<file path="src/rtl/alu_dispatch_pkg.sv">
// Shared definitions for the ALU operation dispatcher: FunSel codes, flag bit
// positions and the dispatcher FSM state encoding.
package alu_dispatch_pkg;

  localparam logic [4:0] FS_PASS_A = 5'b10000;
  localparam logic [4:0] FS_PASS_B = 5'b10001;
  localparam logic [4:0] FS_NOT_A  = 5'b10010;
  localparam logic [4:0] FS_ADD    = 5'b10100;
  localparam logic [4:0] FS_SUB    = 5'b10110;
  localparam logic [4:0] FS_AND    = 5'b10111;
  localparam logic [4:0] FS_OR     = 5'b11000;
  localparam logic [4:0] FS_XOR    = 5'b11001;

  // Flag vector layout {Z,C,N,O}
  localparam int FLAG_Z = 3;
  localparam int FLAG_C = 2;
  localparam int FLAG_N = 1;
  localparam int FLAG_O = 0;

  typedef enum logic [1:0] {
    ST_IDLE = 2'd0,
    ST_EXEC = 2'd1,
    ST_CAPT = 2'd2,
    ST_RESP = 2'd3
  } state_t;

endpackage

</file>
<file path="src/rtl/alu_dispatch_fifo.sv">
// Operand FIFO: DEPTH entries (power of two), head visible combinationally.
// full/empty come from a registered count, so a pop never frees a slot on the same edge.
module alu_dispatch_fifo #(
  parameter int DEPTH = 4,
  parameter int WIDTH = 8
) (
  input  logic             Clock,
  input  logic             Reset,
  input  logic             push,
  input  logic [WIDTH-1:0] push_data,
  input  logic             pop,
  output logic [WIDTH-1:0] pop_data,
  output logic             full,
  output logic             empty
);

  localparam int PTR_W = (DEPTH > 1) ? $clog2(DEPTH) : 1;
  localparam logic [PTR_W:0] FULL_CNT = (PTR_W + 1)'(DEPTH);

  logic [WIDTH-1:0] mem [DEPTH];
  logic [PTR_W-1:0] wr_ptr;
  logic [PTR_W-1:0] rd_ptr;
  logic [PTR_W:0]   count;
  logic             push_ok;
  logic             pop_ok;

  assign full     = (count == FULL_CNT);
  assign empty    = (count == '0);
  assign push_ok  = push && !full;
  assign pop_ok   = pop && !empty;
  assign pop_data = mem[rd_ptr];

  // Pointers wrap naturally because DEPTH is a power of two
  always_ff @(posedge Clock or negedge Reset) begin
    if (!Reset) begin
      wr_ptr <= '0;
      rd_ptr <= '0;
      count  <= '0;
    end else begin
      if (push_ok) wr_ptr <= wr_ptr + 1'b1;
      if (pop_ok)  rd_ptr <= rd_ptr + 1'b1;
      case ({push_ok, pop_ok})
        2'b10:   count <= count + 1'b1;
        2'b01:   count <= count - 1'b1;
        default: count <= count;
      endcase
    end
  end

  always_ff @(posedge Clock) begin
    if (push_ok) mem[wr_ptr] <= push_data;
  end

endmodule

</file>
<file path="src/rtl/alu_op_dispatcher.sv">
// Buffers ALU operations and issues them one at a time (IDLE/EXEC/CAPT/RESP), capturing result, flags and tag.
// Optional ALU_DISPATCH_BYPASS_EN lets an op arriving at an idle, empty dispatcher skip the FIFO.
module alu_op_dispatcher
  import alu_dispatch_pkg::*;
#(
  parameter int DEPTH = 4,
  parameter int TAG_W = 4
) (
  input  logic             Clock,
  input  logic             Reset,
  input  logic             in_valid,
  output logic             in_ready,
  input  logic [4:0]       in_funsel,
  input  logic [31:0]      in_a,
  input  logic [31:0]      in_b,
  input  logic             in_wf,
  input  logic [TAG_W-1:0] in_tag,
  output logic [31:0]      alu_a,
  output logic [31:0]      alu_b,
  output logic [4:0]       alu_funsel,
  output logic             alu_wf,
  input  logic [31:0]      alu_out,
  input  logic [3:0]       alu_flags,
  output logic             res_valid,
  input  logic             res_ready,
  output logic [31:0]      res_data,
  output logic [3:0]       res_flags,
  output logic [TAG_W-1:0] res_tag
);

  localparam int OP_W = 5 + 32 + 32 + 1 + TAG_W;

  state_t           state;
  logic [TAG_W-1:0] op_tag;
  logic             fifo_full;
  logic             fifo_empty;
  logic             fifo_push;
  logic             fifo_pop;
  logic             bypass_take;
  logic [OP_W-1:0]  fifo_wdata;
  logic [OP_W-1:0]  fifo_rdata;
  logic [4:0]       head_funsel;
  logic [31:0]      head_a;
  logic [31:0]      head_b;
  logic             head_wf;
  logic [TAG_W-1:0] head_tag;

  assign fifo_wdata = {in_funsel, in_a, in_b, in_wf, in_tag};
  assign {head_funsel, head_a, head_b, head_wf, head_tag} = fifo_rdata;

  assign in_ready = !fifo_full;

`ifdef ALU_DISPATCH_BYPASS_EN
  assign bypass_take = (state == ST_IDLE) && fifo_empty && in_valid;
`else
  assign bypass_take = 1'b0;
`endif

  assign fifo_push = in_valid && in_ready && !bypass_take;
  assign fifo_pop  = !fifo_empty &&
                     ((state == ST_IDLE) || ((state == ST_RESP) && res_ready));

  alu_dispatch_fifo #(
    .DEPTH (DEPTH),
    .WIDTH (OP_W)
  ) u_fifo (
    .Clock     (Clock),
    .Reset     (Reset),
    .push      (fifo_push),
    .push_data (fifo_wdata),
    .pop       (fifo_pop),
    .pop_data  (fifo_rdata),
    .full      (fifo_full),
    .empty     (fifo_empty)
  );

  // alu_a/alu_b/alu_funsel double as the operand registers, so they hold between ops
  always_ff @(posedge Clock or negedge Reset) begin
    if (!Reset) begin
      state      <= ST_IDLE;
      alu_a      <= '0;
      alu_b      <= '0;
      alu_funsel <= '0;
      alu_wf     <= 1'b0;
      op_tag     <= '0;
      res_valid  <= 1'b0;
      res_data   <= '0;
      res_flags  <= '0;
      res_tag    <= '0;
    end else begin
      case (state)
        ST_IDLE: begin
          if (fifo_pop) begin
            alu_funsel <= head_funsel;
            alu_a      <= head_a;
            alu_b      <= head_b;
            alu_wf     <= head_wf;
            op_tag     <= head_tag;
            state      <= ST_EXEC;
          end else if (bypass_take) begin
            alu_funsel <= in_funsel;
            alu_a      <= in_a;
            alu_b      <= in_b;
            alu_wf     <= in_wf;
            op_tag     <= in_tag;
            state      <= ST_EXEC;
          end
        end
        ST_EXEC: begin
          alu_wf <= 1'b0;
          state  <= ST_CAPT;
        end
        ST_CAPT: begin
          res_data  <= alu_out;
          res_flags <= alu_flags;
          res_tag   <= op_tag;
          res_valid <= 1'b1;
          state     <= ST_RESP;
        end
        ST_RESP: begin
          if (res_ready) begin
            res_valid <= 1'b0;
            if (fifo_pop) begin
              alu_funsel <= head_funsel;
              alu_a      <= head_a;
              alu_b      <= head_b;
              alu_wf     <= head_wf;
              op_tag     <= head_tag;
              state      <= ST_EXEC;
            end else begin
              state <= ST_IDLE;
            end
          end
        end
        default: state <= ST_IDLE;
      endcase
    end
  end

endmodule

</file>
<file path="config.mk">
export PLATFORM = sky130hd
export DESIGN_NAME = alu_op_dispatcher
export DESIGN_NICKNAME = d
export VERILOG_FILES = /design/src/rtl/alu_dispatch_pkg.sv /design/src/rtl/alu_dispatch_fifo.sv /design/src/rtl/alu_op_dispatcher.sv
export SDC_FILE = /design/constraint.sdc
export NUM_CORES = 1
export LEC_CHECK = 0
export CORE_MARGIN = 5
export CORE_UTILIZATION = 58
export DETAILED_ROUTE_END_ITERATION = 8
export GPL_TIMING_DRIVEN = 0
export PLACE_DENSITY = 0.84
export RECOVER_POWER = 50
export SKIP_LAST_GASP = 1
export SLEW_MARGIN = 20
export SYNTH_ARGS = -nofsm -noshare
export SYNTH_HDL_FRONTEND = slang
export SYNTH_HIERARCHICAL = 1
export SYNTH_SLANG_ARGS = --single-unit
</file>
<file path="constraint.sdc">
create_clock -name Clock -period 8.5 [get_ports Clock]
set_input_delay 1.7 -clock Clock [delete_from_list [all_inputs] [get_ports Clock]]
set_output_delay 1.7 -clock Clock [all_outputs]
set_load 0.03 [all_outputs]
</file>
==> results.py <==
metrics = {
    "yosys": {
        "synth_nets": 820,
        "netlist_area_um2": 15600,
        "syn_inst": 695,
        "postSynthAreaPerCell_um2": 22.5,
        "synth-seq-cells": 420,
        "synth.distinct_cells": 32,
        "synth-warning-count": 6,
        "ys_seq_area_share_pct": 76.6,
    },
    "worst_setup_path": {
        "cell_class_contributing_the_biggest_share_of_worst_path_delay": "buffers and inverters",
        "crit_path_category": "in -> async",
        "worst_ep_required_time_ps": 8400,
        "worst_setup_path_end_kind": "async pin",
        "crit_arrival_ps": 4020,
        "worst_path_largest_cell_delay_ps": 2260,
        "critical_path_peak_fanout": 51,
        "cp.buffers_inverters": 1,
        "setup.reg_to_reg.worst_slack_ps": 5580,
        "crit_path_cell_trace": "clkbuf_1",
        "cp-start-kind": "input pin",
        "critPathSlowestCell": "sky130_fd_sc_hd__clkbuf_1",
    },
    "grt": {
        "globalRouteTotalUtil_pct": 21.1,
        "grt.overflow.total": 0,
        "grt_max_degree": 75,
        "grt_first_pass_wirelength_mm": 49.3,
        "antenna_found_initial": 8,
        "grt_pass1_vias": 8426,
    },
    "cts": {
        "cts-resized-gates": 0,
        "cts_buffers": 43,
        "clkSlewWorstSetupHoldPaths_ps": 60,
        "cts-hold-fix-buffers": 0,
        "clock-root-buffer": "sky130_fd_sc_hd__clkbuf_16",
        "cts-root-to-sink-buffers": 3,
        "cts-htree-levels": 2,
        "clock-sinks": 420,
        "setup_repair_bufs_after_cts": 0,
        "worstSkewPairLatency_ps": 540,
        "cts_tree": "built",
    },
    "timing": {
        "slew_violations": 51,
        "rsz0062_at_grt": "false",
        "worst-slew-pin-transition_ps": 3270,
        "setup_tns_ps": 0,
        "hold_viol_final": 0,
        "fmax_mhz": 243,
        "max_slew_margin_pct": -118,
        "finalCriticalPeriod_ps": 4110,
        "final.period_utilization_pct": 48.4,
        "setup_viol_count_final": 0,
        "worst_clock_skew_ps": 18.7,
    },
    "detailed_routing": {
        "vias": 7587,
        "drt_first_iter_violations": 476,
        "postRouteAntennaNets": 0,
        "remaining_drc_errors": 0,
        "routed_via_density": 5.62,
        "totalWireLength_mm": 31.3,
        "drt-wirelength-per-cell_um": 23.1,
        "detailedRoute.firstPassIterationCount": 4,
    },
    "finish": {
        "finalCoreUtilization_pct": 74.4,
        "layout_cells_sized_above_1_pct": 28.2,
        "nets": 1095,
        "area_growth_syn_to_layout_pct": 27.1,
    },
    "status": {
        "violations_in_the_final_reports": "max-capacitance violations, max-slew violations",
        "status": "complete, but fails checks",
    },
    "worst_hold_path": {
        "hp-class": "reg -> reg",
    },
    "placement": {
        "gp_congestion": 0.720,
        "port_buffers": 225,
        "hpwlAfterDp_mm": 19.7,
    },
    "die": {
        "io_count": 226,
        "die_x_um": 174,
        "core_region_area_um2": 26700,
        "initial_core_util_pct": 58.5,
        "die_area_um2": 30400,
        "dieHeight_um": 174,
        "num_rows": 60,
    },
    "power_and_ir_drop": {
        "power_per_cell_area_nw_per_um2": 401,
        "p_leak_nw": 7.10,
        "irDropWorstVdd_v": 0.000300,
    },
    "job": {
        "timing.max_cap.violations": 1,
    },
}
==> routing by layer <==
| metal | global-route usage (%) | vias to the layer above | share of wire [%] |
|---|---|---|---|
| li1 | - | 3341 | - |
| met1 | 28.1 | 3916 | 40 |
| met2 | 35.0 | 264 | 50 |
| met3 | 5.96 | 58 | 7.6 |
| met4 | 5.08 | 8 | 1.8 |
| met5 | 0 | - | 0.16 |
==> Yosys cell counts (all sizes together) <==
cell | count | area share [%]
and2 | 4 | 0.16
a21oi | 2 | 0.064
o22ai | 1 | 0.040
a211o | 1 | 0.056
nor2 | 6 | 0.19
or2b | 1 | 0.048
mux4 | 74 | 11
fa | 1 | 0.13
buf | 26 | 1.6
nand2 | 1 | 0.024
nor3b | 1 | 0.048
ha | 10 | 0.80
a32oi | 1 | 0.056
dfrtp | 124 | 20
inv | 10 | 0.24
edfxtp | 296 | 57
mux2 | 115 | 8.3
clkbuf | 3 | 0.072
nor3 | 1 | 0.032
xor2 | 3 | 0.17
nor2b | 4 | 0.16
or4b | 1 | 0.064
mux2i | 2 | 0.13
xnor2 | 3 | 0.17
o311ai | 1 | 0.056
o31a | 1 | 0.056
o21ai | 2 | 0.064
==> logic make-up (layout without fill, tap and decap cells) <==
family | count (synthesis) | after routing | synth area share [%]
xor+xnor | 6 | 6 | 0.336
mux | 191 | 191 | 19.1
compound gates | 9 | 9 | 0.392
buf+inv | 39 | 349 | 1.92
fa+ha+maj | 11 | 11 | 0.928
simple gates | 19 | 19 | 0.728
flops | 420 | 420 | 76.6
other cells | 0 | 5 | 0
==> state kept, by name (all words and copies together), names as in the netlist <==
signal         cells
alu_a             32
alu_b             32
alu_funsel         5
alu_wf             1
op_tag             4
res_data          32
res_flags          4
res_tag            4
res_valid          1
state              2
u_fifo/count       3
u_fifo/mem       296
u_fifo/rd_ptr      2
u_fifo/wr_ptr      2
==> cell usage in the layout (no fill, tap or decap), types with 4 or more instances in the layout <==
| cell type | n |
|---|---|
| sky130_fd_sc_hd__diode_2 | 5 |
| sky130_fd_sc_hd__clkbuf_8 | 9 |
| sky130_fd_sc_hd__buf_12 | 6 |
| sky130_fd_sc_hd__buf_2 | 8 |
| sky130_fd_sc_hd__inv_1 | 10 |
| sky130_fd_sc_hd__and2_4 | 4 |
| sky130_fd_sc_hd__mux2_2 | 110 |
| sky130_fd_sc_hd__clkbuf_1 | 19 |
| sky130_fd_sc_hd__buf_4 | 6 |
| sky130_fd_sc_hd__ha_1 | 10 |
| sky130_fd_sc_hd__buf_16 | 4 |
| sky130_fd_sc_hd__nor2b_1 | 4 |
| sky130_fd_sc_hd__clkbuf_16 | 44 |
| sky130_fd_sc_hd__edfxtp_1 | 296 |
| sky130_fd_sc_hd__clkinv_2 | 9 |
| sky130_fd_sc_hd__dlygate4sd3_1 | 98 |
| sky130_fd_sc_hd__mux4_2 | 74 |
| sky130_fd_sc_hd__dfrtp_1 | 124 |
| sky130_fd_sc_hd__mux2_1 | 5 |
| sky130_fd_sc_hd__clkdlybuf4s50_1 | 126 |
| sky130_fd_sc_hd__nor2_1 | 6 |
==> final cells by class <==
cell class	count	area [um2]
timing repair buffer	230	2380
tap	341	427
clock inverter	17	184
multi-input combinational	236	3360
inverter	10	37.5
clock buffer	63	1260
fill	1524	6840
buffer	29	238
antenna	5	12.5
sequential	420	12000
==> path summary, 6_finish.rpt <==
path                            from        end  cells after the start
setup / recovery               Reset  alu_a[23]                      1
hold / removal              alu_a[4]   alu_a[4]                      1
setup reg to reg            state[0]   alu_a[2]                      6
hold reg to reg             alu_a[4]   alu_a[4]                      1
max in group Clock         res_ready   alu_a[2]                      5
min in group asynchronous      Reset   alu_a[1]                      1
==> per-stage QoR <==
stage	cells	hold slack [ps]	setup slack, ps	area (um2)	total power [mW]
floorplan	695	475	4150	15600	5.08
global placement	1261	474	271	18300	6.11
detailed placement	1266	475	4310	18500	6.21
CTS	1346	489	4680	19900	8.12
global route	1349	515	3750	19900	8.37
finish	1351	487	4390	19900	7.98
==> report_power, final <==
group          switching, mW  internal, mW  leakage (nW)
logic                   1.57          1.46          2.22
clock network          0.742          1.13         0.720
registers              0.242          2.84          4.16
Note: power is estimated with default switching activity, not from simulation.
